<file path="src/rtl/adder_arbiter_pkg.sv">
// Shared definitions for the adder arbiter: FSM state encoding and default operand width.
package adder_arbiter_pkg;

    localparam int WIDTH_DEFAULT = 14;

    typedef enum logic [1:0] {
        ST_IDLE = 2'd0,
        ST_EVAL = 2'd1,
        ST_RESP = 2'd2
    } state_t;

endpackage

</file>
<file path="src/rtl/rr_arbiter2.sv">
// Two-way round-robin grant: a lone requester always wins; on contention the pointer decides.
module rr_arbiter2 (
    input  logic [1:0] valid_i,
    input  logic       ptr_i,
    output logic [1:0] grant_o,
    output logic       grant_id_o
);

    // One-hot grant plus its index, zero when nobody is asking
    always_comb begin
        grant_o    = 2'b00;
        grant_id_o = 1'b0;
        case (valid_i)
            2'b01: begin
                grant_o    = 2'b01;
                grant_id_o = 1'b0;
            end
            2'b10: begin
                grant_o    = 2'b10;
                grant_id_o = 1'b1;
            end
            2'b11: begin
                grant_o    = ptr_i ? 2'b10 : 2'b01;
                grant_id_o = ptr_i;
            end
            default: begin
                grant_o    = 2'b00;
                grant_id_o = 1'b0;
            end
        endcase
    end

endmodule

</file>
<file path="src/rtl/adder_arbiter.sv">
// Shares one external combinational adder between two requesters, one operation in flight.
module adder_arbiter
    import adder_arbiter_pkg::*;
#(
    parameter int WIDTH = WIDTH_DEFAULT
) (
    input  logic             clk,
    input  logic             rst,
    input  logic [1:0]       req_valid,
    output logic [1:0]       req_ready,
    input  logic [WIDTH-1:0] req0_a,
    input  logic [WIDTH-1:0] req0_b,
    input  logic [WIDTH-1:0] req1_a,
    input  logic [WIDTH-1:0] req1_b,
    output logic [1:0]       resp_valid,
    input  logic [1:0]       resp_ready,
    output logic [WIDTH:0]   resp_sum,
    output logic [WIDTH-1:0] add_a,
    output logic [WIDTH-1:0] add_b,
    input  logic [WIDTH:0]   add_sum,
    output logic             busy,
    output logic [15:0]      ops_served
);

    state_t           state_q, state_d;
    logic             ptr_q, ptr_d;
    logic             grant_q, grant_d;
    logic [WIDTH-1:0] a_q, a_d;
    logic [WIDTH-1:0] b_q, b_d;
    logic [WIDTH:0]   sum_q, sum_d;
    logic [15:0]      ops_q, ops_d;

    logic [1:0]       arb_grant;
    logic             arb_id;
    logic             req_fire;

    rr_arbiter2 u_arb (
        .valid_i    (req_valid),
        .ptr_i      (ptr_q),
        .grant_o    (arb_grant),
        .grant_id_o (arb_id)
    );

    // Grants are only offered while idle; reset masks every handshake-facing output
    assign req_ready  = (state_q == ST_IDLE && !rst) ? arb_grant : 2'b00;
    assign req_fire   = |(req_valid & req_ready);
    assign busy       = (state_q != ST_IDLE) && !rst;
    assign add_a      = a_q;
    assign add_b      = b_q;
    assign resp_sum   = sum_q;
    assign ops_served = ops_q;

    // Only the granted requester sees its response valid bit
    generate
        for (genvar gi = 0; gi < 2; gi++) begin : g_resp_valid
            assign resp_valid[gi] = (state_q == ST_RESP) && !rst && (grant_q == 1'(gi));
        end
    endgenerate

    // Next-state logic: latch operands on accept, capture the sum after one cycle, retire on response accept
    always_comb begin
        state_d = state_q;
        ptr_d   = ptr_q;
        grant_d = grant_q;
        a_d     = a_q;
        b_d     = b_q;
        sum_d   = sum_q;
        ops_d   = ops_q;
        case (state_q)
            ST_IDLE: begin
                if (req_fire) begin
                    grant_d = arb_id;
                    a_d     = arb_id ? req1_a : req0_a;
                    b_d     = arb_id ? req1_b : req0_b;
                    state_d = ST_EVAL;
                end
            end
            ST_EVAL: begin
                sum_d   = add_sum;
                state_d = ST_RESP;
            end
            ST_RESP: begin
                if (resp_ready[grant_q]) begin
                    ptr_d   = ~grant_q;
                    ops_d   = ops_q + 16'd1;
                    state_d = ST_IDLE;
                end
            end
            default: state_d = ST_IDLE;
        endcase
    end

    // State registers with synchronous reset; reset mid-operation simply drops the request
    always_ff @(posedge clk) begin
        if (rst) begin
            state_q <= ST_IDLE;
            ptr_q   <= 1'b0;
            grant_q <= 1'b0;
            a_q     <= '0;
            b_q     <= '0;
            sum_q   <= '0;
            ops_q   <= '0;
        end else begin
            state_q <= state_d;
            ptr_q   <= ptr_d;
            grant_q <= grant_d;
            a_q     <= a_d;
            b_q     <= b_d;
            sum_q   <= sum_d;
            ops_q   <= ops_d;
        end
    end

endmodule

</file>
<file path="config.mk">
export PLATFORM = sky130hd
export DESIGN_NAME = adder_arbiter
export DESIGN_NICKNAME = d
export VERILOG_FILES = /design/src/rtl/adder_arbiter_pkg.sv /design/src/rtl/rr_arbiter2.sv /design/src/rtl/adder_arbiter.sv
export SDC_FILE = /design/constraint.sdc
export NUM_CORES = 1
export LEC_CHECK = 0
export CAP_MARGIN = 10
export CELL_PAD_IN_SITES_DETAIL_PLACEMENT = 1
export CELL_PAD_IN_SITES_GLOBAL_PLACEMENT = 1
export CORE_MARGIN = 2
export CORE_UTILIZATION = 25
export DETAILED_ROUTE_END_ITERATION = 6
export PLACE_DENSITY_LB_ADDON = 0.1
export SETUP_SLACK_MARGIN = 0.05
export SLEW_MARGIN = 40
export SYNTH_ARGS = -nofsm -noshare
export SYNTH_HDL_FRONTEND = slang
export SYNTH_SLANG_ARGS = --single-unit
</file>
<file path="constraint.sdc">
create_clock -name clk -period 1.84 [get_ports clk]
set_input_delay 0.276 -clock clk [delete_from_list [all_inputs] [get_ports clk]]
set_output_delay 0.276 -clock clk [all_outputs]
set_load 0.05 [all_outputs]
</file>
# == Yosys cells after proc, flatten, opt, wreduce, memory -nomap -nowiden ==
# Index checks and enable logic that the tools add are counted.
# totals
reg_bits,63
out_inout_bits,64
# op_classes
n_addsub,1
n_lt_le_gt_ge,1
eq_ne,7
n_mux,11
bitwise_logic,2
n_reduce_logical,12
# ops
op,count
two-way mux 14 bit,2
"adder 16 x 1 -> 16 bit, second input constant",1
one-hot mux 2 bit (3 select lines),2
two-way mux 2 bit,4
"equality test 2 bit, second input constant",3
AND reduction 2 bit,3
logical AND 1 bit,5
"equality test 2 x 1 -> 1 bit, second input constant",2
bitwise AND 2 bit,1
logical NOT 2 bit,1
"less-than comparator 1 x 2 -> 1 bit, second input constant",1
two-way mux 1 bit,2
"!= test 2 x 1 -> 1 bit, second input constant",1
"!= test 2 bit, second input constant",1
one-hot mux 1 bit (2 select lines),1
nonzero test 2 bit,1
OR reduction 2 bit,1
logical NOT 1 bit,1
NOT 1 bit,1

# == Longest topological paths before layout ==
# Gate-level depths: netlist (run 1).
# depth
depth_word,7
mapped_depth,6
depth_no_buf,5

# == Hierarchy ==
# A second synthesis (run 1) with hierarchy kept.
# hier_totals
hier_cells,303
hier_area_um2,2676.3
# modules_own_cells
mod,instances,cells_per_inst,area_each_um2
adder_arbiter,1,299,2650.0
rr_arbiter2,1,4,26.3

# == Worst setup path before layout (run 1) ==
# OpenSTA, ideal clock, no wires.
# synth_path
path_type,reg2reg
startpoint,register ptr_q
endpoint,register grant_q
setup_time_ns,0.073
t_arrival_ns,2.636
required_time_ns,1.767
setup_slack_ns,-0.870
stages_incl_launch_ff,6
n_path_buf,2
period_less_slack_ns,2.710
cell_sequence,dfxtp_1 -> o21ai_0 -> buf_2 -> buf_2 -> nor4_1 -> o21bai_1
# synth_between
elab_chain_len,6
# synth_rtl
element,line_no,source
from (decl),adder_arbiter.sv:26,"logic ptr_q, ptr_d;"
from (signal assigned),adder_arbiter.sv:105,ptr_q <= ptr_d;
two-way mux 2 bit,rr_arbiter2.sv:23,grant_o = ptr_i ? 2'b10 : 2'b01;
one-hot mux 2 bit (3 select lines),rr_arbiter2.sv:13,case (valid_i)
two-way mux 2 bit,adder_arbiter.sv:45,assign req_ready = (state_q == ST_IDLE && !rst) ? arb_grant : 2'b00;
named net req_ready[1],adder_arbiter.sv:10,"output logic [1:0] req_ready,"
bitwise AND 2 bit,adder_arbiter.sv:46,assign req_fire = |(req_valid & req_ready);
OR reduction 2 bit,adder_arbiter.sv:46,
AND reduction 2 bit (no source line),--,
to (signal assigned),adder_arbiter.sv:106,grant_q <= grant_d;
to (decl),adder_arbiter.sv:27,"logic grant_q, grant_d;"
# The timed path passes the listed nets, and every way through them passes these cells.
# A chain may end at the register's enable or synchronous reset.

# == Worst setup path in the final report (run 1) ==
# layout_path
startpoint,register b_q[0] (netlist: add_b[0])
endpoint,output add_b[0]
# layout_rtl
element,line_no,source
from (decl),adder_arbiter.sv:29,"logic [WIDTH-1:0] b_q, b_d;"
from (signal assigned),adder_arbiter.sv:100,b_q <= '0;
from (signal assigned),adder_arbiter.sv:108,b_q <= b_d;
to (decl),adder_arbiter.sv:19,"output logic [WIDTH-1:0] add_b,"
# No word-level cell between the ends.

==> flow_metrics.env, run 1 <==
export IMPL_syn_nets=379
export IMPL_synth_area_top_cells="dfxtp_1 (48%), mux2i_1 (11%), a211oi_1 (7.9%)"
export IMPL_criticalPathCategory="reg2out"
export IMPL_p_comb_share_pct=29.2
export IMPL_end_kind="output pin"
export IMPL_yosysWarnings=0
export IMPL_grt_pass1_vias=2697
export IMPL_r2r_end="ops_served[15]"
export IMPL_drc_errors=0
export IMPL_use_met1_pct=17.2
export IMPL_critPathRequiredTime_ps=1560
export IMPL_synth_area_um2=2660
export IMPL_seqPwrFrac_pct=42.2
export IMPL_place_inst=578
export IMPL_place_congestion=0.748
export IMPL_antenna_cells=0
export IMPL_start_util_pct=25.7
export IMPL_hold_viol_final=0
export IMPL_synth_flop_cell="dfxtp_1"
export IMPL_drv_slew=0
export IMPL_crit_slowest_cell="clkdlybuf4s50_1"
export IMPL_grt_pass1_wl_mm=13.1
export IMPL_fillers=1209
export IMPL_grt_overflow_total=0
export IMPL_rsz0062_at_grt="no"
export IMPL_skew_ps=11.8
export IMPL_firstDrtPassIters=4
export IMPL_nNetsFinal=531
export IMPL_cpLargestDelayFamily="buffers and inverters"
export IMPL_p_leak_nw=2.32
export IMPL_min_to="state_q[0]"
export IMPL_finalSetupTns_ps=0
export IMPL_core_um2=10300
export IMPL_cp_num_buf_inv=1
export IMPL_p_sw_mw=1.16
export IMPL_dp_hpwl_mm=6.35
export IMPL_ys_ff_latch=63
export IMPL_drive_above_1_share_pct=14.7
export IMPL_vias_per_cell=4.60
export IMPL_min_from="rst"
export IMPL_synth_seq_area_share_pct=47.5
export IMPL_finalCriticalPeriod_ps=1740
export IMPL_placed_area_um2=4390
export IMPL_regToRegSetupSlack_ps=210
export IMPL_status="finished clean"
export IMPL_crit_arrival_ps=1460
export IMPL_clkPwrFrac_pct=28.7
export IMPL_num_io_pins=141
export IMPL_num_vias=2727
export IMPL_cts_sinks=63
export IMPL_ys_types=33
export IMPL_drt_iter0_drc=48
export IMPL_path_clk_slew_ps=60
export IMPL_async_flop_share_pct=0
export IMPL_slew_headroom_pct=58.9
export IMPL_syn_inst=301
export IMPL_wl_per_cell_um=14.1
export IMPL_timing_fmax_mhz=576
export IMPL_grt_use_met3_pct=7.17
export IMPL_finalSetupViolCount=0
export IMPL_cts_tree="built"
export IMPL_clk_latency_ps=340
export IMPL_postSynthAreaPerCell_um2=8.82
export IMPL_hp_class="in2reg"
export IMPL_grtUsageTotal_pct=14.6
export IMPL_root_buffer="clkbuf_8"
export IMPL_synth_edff_count=0
export IMPL_fin_cells=593
export IMPL_crit_path_max_incr_delay_ps=810
export IMPL_min_path_cells=3
export IMPL_dieArea_um2=11500
export IMPL_post_cts_setup_buffers=0
export IMPL_busiest_layer="met2"
export IMPL_numPortBuffers=140
export IMPL_design_area_um2=4630
export IMPL_r2r_start="state_q[1]"
export IMPL_maxCapViolations=0
export IMPL_crit_fanout=2
export IMPL_grt_use_met2_pct=22.9
export IMPL_worst_pin_slew_ps=617
export IMPL_numCtsBuffers=9
export IMPL_h_tree_depth=3
export IMPL_intPower_mw=2.42
export IMPL_antenna_found_initial=0
export IMPL_yosysTopAreaCell="dfxtp_1"
export IMPL_p_sw_share_pct=32.4
export IMPL_fp_dieW_um=107
export IMPL_whs_ps=333
export IMPL_hold_buffers=0
export IMPL_grt_start_max_net_pins=57
export IMPL_postRouteAntennaNets=0
export IMPL_rr_worst_depth=4
export IMPL_start_kind="flip-flop"
export IMPL_power_density_nw_per_um2=774
export IMPL_clockBufferDepth=2
export IMPL_path_cells="clkdlybuf4s50_1"
export IMPL_timing_final_crit_share_pct=94.4
export IMPL_rows=37
export IMPL_area_growth_pct=74.3
export IMPL_die_h_um=107
export IMPL_ir_drop_uv=268
export IMPL_synth_top_cell_area_share_pct=47.5
export IMPL_totalWireLength_mm=8.36
-- sequential cells by signal, indices dropped and copies added, names as in the netlist --
name / flops
ops_served: 16
add_b: 14
ptr_q: 1
grant_q: 1
resp_sum: 15
state_q: 2
add_a: 14
-- metrics by stage --
stage	utilization, %	power (mW)	worst slack, ps
3_5_place_dp	42.6	2.61	-151
4_1_cts	44.0	3.66	50.3
3_3_place_gp	42.6	2.59	-118
2_1_floorplan	-	2.13	53.8
5_1_grt	44.8	3.78	49.3
6_report	44.8	3.58	103
-- kinds of logic (layout without fill, tap and decap cells) --
group / after synthesis / count (layout) / synth area share [%]
AND/OR/NAND/NOR: 110 / 110 / 18.8
AO/OA/AOI/OAI: 65 / 65 / 15.7
buffers and inverters: 24 / 180 / 3.53
adder cells (fa/ha/maj): 1 / 1 / 0.471
multiplexers: 30 / 30 / 11.4
flip-flops: 63 / 63 / 47.5
XOR/XNOR: 8 / 8 / 2.64
-- final cells by class --
cell class | count | area (um^2) | area share, %
flip-flops and latches | 63 | 1270 | 27.5
clock inverters | 1 | 5.00 | 0.108
multi-input cells | 214 | 1350 | 29.2
inverters | 3 | 11.3 | 0.243
repair buffers | 162 | 1670 | 36.0
clock buffers | 14 | 153 | 3.30
well taps | 136 | 170 | 3.68
-- layout by cell type, fill, tap and decap left out, drive strengths merged, types with 4 or more instances in the layout --
cell type	synthesis	layout
clkdlybuf4s50	0	79
dfxtp	63	63
nor2	42	42
buf	7	39
nand2	36	36
dlymetal6s2s	0	30
mux2i	29	29
a211oi	28	28
a21oi	25	25
dlygate4sd2	0	14
clkbuf	14	14
nand3	6	6
o31ai	5	5
or4	5	5
xor2	5	5
o21ai	4	4
-- cell usage after synthesis, types with 2 or more instances --
cell / instances
nand2_1: 36
nor3_1: 2
mux2i_1: 29
nor2_1: 42
buf_2: 3
or3_1: 3
o21ai_0: 4
or4_1: 5
a21oi_1: 25
o31ai_1: 5
nand4_1: 3
nor2b_1: 2
nor4_1: 2
and3_1: 2
inv_1: 3
nand3_1: 6
a211oi_1: 28
dfxtp_1: 63
xor2_1: 5
buf_1: 4
clkbuf_1: 14
xnor2_1: 3
nand2b_1: 2
-- layer usage --
layer  wire (um)  vias up
li1            -     1365
met1        3620     1263
met2        3800       93
met3         854        6
met4          80        0
met5           0        -
-- worst max path at each step --
stage	depth (start not counted)	slack [ps]	to	from
6_report	1	100	add_b[0]	add_b[0]
5_1_grt	1	50	add_a[10]	add_a[10]
4_1_cts	1	50	add_a[3]	add_a[3]
3_5_place_dp	6	-150	ops_served[9]	resp_ready[1]
3_3_place_gp	5	-120	ops_served[15]	resp_ready[1]
2_1_floorplan	5	50	ops_served[15]	state_q[1]
-- power groups by stage --
stage	logic [mW]	clock network, mW	registers, mW
finish	1.04	1.03	1.51
global route	1.11	1.15	1.52
CTS	1.06	1.08	1.51
detailed placement	1.06	0	1.54
global placement	1.06	0	1.54
floorplan	0.301	0	1.83
-- timing repair --
item | CTS | global route
setup endpoints to repair | 16 | 32
pin swaps | 0 | 0
gates resized for setup | 18 | 32
Note: power is estimated with default switching activity, not from simulation.
==> run 2, diff against run 1 <==
--- a/config.mk
+++ b/config.mk
@@ -12,4 +12,5 @@
 export CORE_UTILIZATION = 25
 export DETAILED_ROUTE_END_ITERATION = 6
+export HOLD_SLACK_MARGIN = 0.1
 export PLACE_DENSITY_LB_ADDON = 0.1
 export SETUP_SLACK_MARGIN = 0.05
==> constraint.sdc (replaced) <==
create_clock -name clk -period 1.84 [get_ports clk]
set_input_delay 0.276 -clock clk [delete_from_list [all_inputs] [get_ports clk]]
set_output_delay 0.276 -clock clk [all_outputs]
set_load 0.02 [all_outputs]
==> run 2 against run 1 <==
Compared with the run above: cell count increased by 1.0%; via count is 0.59% higher; core utilization shrank 0.46 points; clock skew down 1.8 ps; critical endpoint is now ops_served[3]; largest cell class unchanged; largest power group unchanged.
==> flow_metrics.env, run 2 (synthesis results as in run 1) <==
export IMPL_p_sw_mw=0.980
export IMPL_final_common_cell="clkdlybuf4s50_1"
export IMPL_rr_worst_depth=4
export IMPL_antenna_cells=0
export IMPL_nNetsFinal=536
export IMPL_min_to="grant_q"
export IMPL_drv_slew=0
export IMPL_seqPwrFrac_pct=40.7
export IMPL_criticalPathCategory="reg2out"
export IMPL_r2r_end="ops_served[15]"
export IMPL_dieArea_um2=11500
export IMPL_whs_ps=348
export IMPL_start_kind="flip-flop"
export IMPL_numPortBuffers=140
export IMPL_path_clk_slew_ps=80
export IMPL_area_growth_pct=72.5
export IMPL_grt_pass1_wl_mm=13.4
export IMPL_timing_final_crit_share_pct=92.6
export IMPL_vias_per_cell=4.58
export IMPL_hold_buffers=0
export IMPL_postRouteAntennaNets=0
export IMPL_timing_fmax_mhz=587
export IMPL_antenna_found_initial=0
export IMPL_finalCriticalPeriod_ps=1700
export IMPL_rsz0062_at_grt="yes"
export IMPL_die_h_um=107
export IMPL_ir_drop_uv=366
export IMPL_min_path_cells=3
export IMPL_skew_ps=10.0
export IMPL_crit_fanout=5
export IMPL_drt_iter0_drc=54
export IMPL_post_cts_setup_buffers=0
export IMPL_hold_viol_final=0
export IMPL_crit_slowest_cell="clkdlybuf4s50_1"
export IMPL_clkPwrFrac_pct=37.0
export IMPL_place_congestion=0.754
export IMPL_status="finished clean"
export IMPL_finalSetupViolCount=0
export IMPL_core_um2=10300
export IMPL_min_from="rst"
export IMPL_mostFrequentLayoutCells="clkdlybuf4s50_1 (134), dfxtp_1 (63), nor2_1 (42)"
export IMPL_largest_reg_flops=16
export IMPL_wl_per_cell_um=14.0
export IMPL_grt_pass1_vias=2700
export IMPL_totalWireLength_mm=8.38
export IMPL_dp_hpwl_mm=6.24
export IMPL_grt_overflow_total=0
export IMPL_drc_errors=0
export IMPL_p_sw_share_pct=26.4
export IMPL_drive_above_1_share_pct=11.2
export IMPL_power_density_nw_per_um2=811
export IMPL_clockBufferDepth=2
export IMPL_num_io_pins=141
export IMPL_grtUsageTotal_pct=14.7
export IMPL_end_kind="output pin"
export IMPL_placed_area_um2=4370
export IMPL_clk_latency_ps=340
export IMPL_intPower_mw=2.74
export IMPL_p_leak_nw=1.77
export IMPL_start_util_pct=25.7
export IMPL_cts_tree="built"
export IMPL_worst_pin_slew_ps=622
export IMPL_root_buffer="clkbuf_8"
export IMPL_h_tree_depth=3
export IMPL_fp_dieW_um=107
export IMPL_r2r_start="state_q[0]"
export IMPL_num_vias=2743
export IMPL_p_comb_share_pct=22.3
export IMPL_critPathRequiredTime_ps=1560
export IMPL_firstDrtPassIters=4
export IMPL_fillers=1219
export IMPL_rows=37
export IMPL_regToRegSetupSlack_ps=140
export IMPL_slew_headroom_pct=58.5
export IMPL_grt_start_max_net_pins=36
export IMPL_crit_arrival_ps=1430
export IMPL_numCtsBuffers=9
export IMPL_cts_sinks=63
export IMPL_hp_class="in2reg"
export IMPL_design_area_um2=4580
export IMPL_path_cells="buf_4 > clkdlybuf4s50_1"
export IMPL_crit_path_max_incr_delay_ps=600
export IMPL_maxCapViolations=0
[run 2: cell types whose count changed in the layout (fill, tap and decap cells not counted), moves of 5 or more]
cell,delta
clkdlybuf4s50_1,+55
dlymetal6s2s_1,-30
dlygate4sd2_1,-13
dfxtp_1,+8
dfxtp_2,-8
buf_12,-6
buf_4,-5
[run 2: layout make-up]
cell class / count / area, um^2 / area share, %
clock buffer: 13 / 159 / 3.47
inverter: 3 / 11.3 / 0.246
timing repair buffer: 167 / 1590 / 34.7
tap: 136 / 170 / 3.71
sequential: 63 / 1260 / 27.5
multi-input combinational: 214 / 1320 / 28.9
clock inverter: 3 / 65.1 / 1.42
[run 2: worst max-delay path by stage]
| stage | from | to | slack (ps) | cells past startpoint |
|---|---|---|---|---|
| 3_3_place_gp | req_valid[1] | req_ready[1] | -190 | 4 |
| 6_report | ops_served[3] | ops_served[3] | 140 | 2 |
| 2_1_floorplan | ops_served[3] | ops_served[13] | 90 | 5 |
| 3_5_place_dp | req_valid[1] | req_ready[1] | -230 | 4 |
| 4_1_cts | state_q[1] | req_ready[0] | 6 | 3 |
| 5_1_grt | state_q[1] | ops_served[15] | 10 | 4 |
[run 2: what timing repair did]
item | 4_1_cts | 5_1_grt
endpoints found under the hold margin | 0 | 0
gates resized for setup | 5 | 11
endpoints found under the setup margin | 5 | 7
[run 2: through the flow]
stage | instances | util (%) | setup WS (ps) | setup TNS, ps | power [mW]
after floorplan | 301 | - | 95.0 | 0 | 1.93
after global placement | 583 | 42.4 | -194 | -2270 | 2.38
after detailed placement | 583 | 42.4 | -229 | -3910 | 2.39
after CTS | 599 | 44.5 | 5.58 | 0 | 3.78
after global routing | 599 | 44.4 | 14.8 | 0 | 3.91
final | 599 | 44.4 | 135 | 0 | 3.72
[run 2: critical path: cells and delay by family, from the launching register on]
family                 cells  cell delay [ps]
flip-flops                 1              340
buffers and inverters      2              740
[run 2: routing by layer]
| metal | part of all wire, % | vias to the layer above | global-route usage [%] |
|---|---|---|---|
| met5 | 0 | - | 0 |
| met4 | 1.3 | 0 | 4.45 |
| met3 | 9.4 | 10 | 6.57 |
| met2 | 44 | 98 | 23.1 |
| met1 | 45 | 1258 | 18.1 |
| li1 | - | 1377 | - |
[run 2: power groups by stage]
stage	clock (mW)	combinational [mW]	sequential, mW
finish	1.37	0.830	1.51
floorplan	0	0.284	1.64
detailed placement	0	0.850	1.54
CTS	1.41	0.849	1.51
global placement	0	0.841	1.54
global route	1.48	0.905	1.53
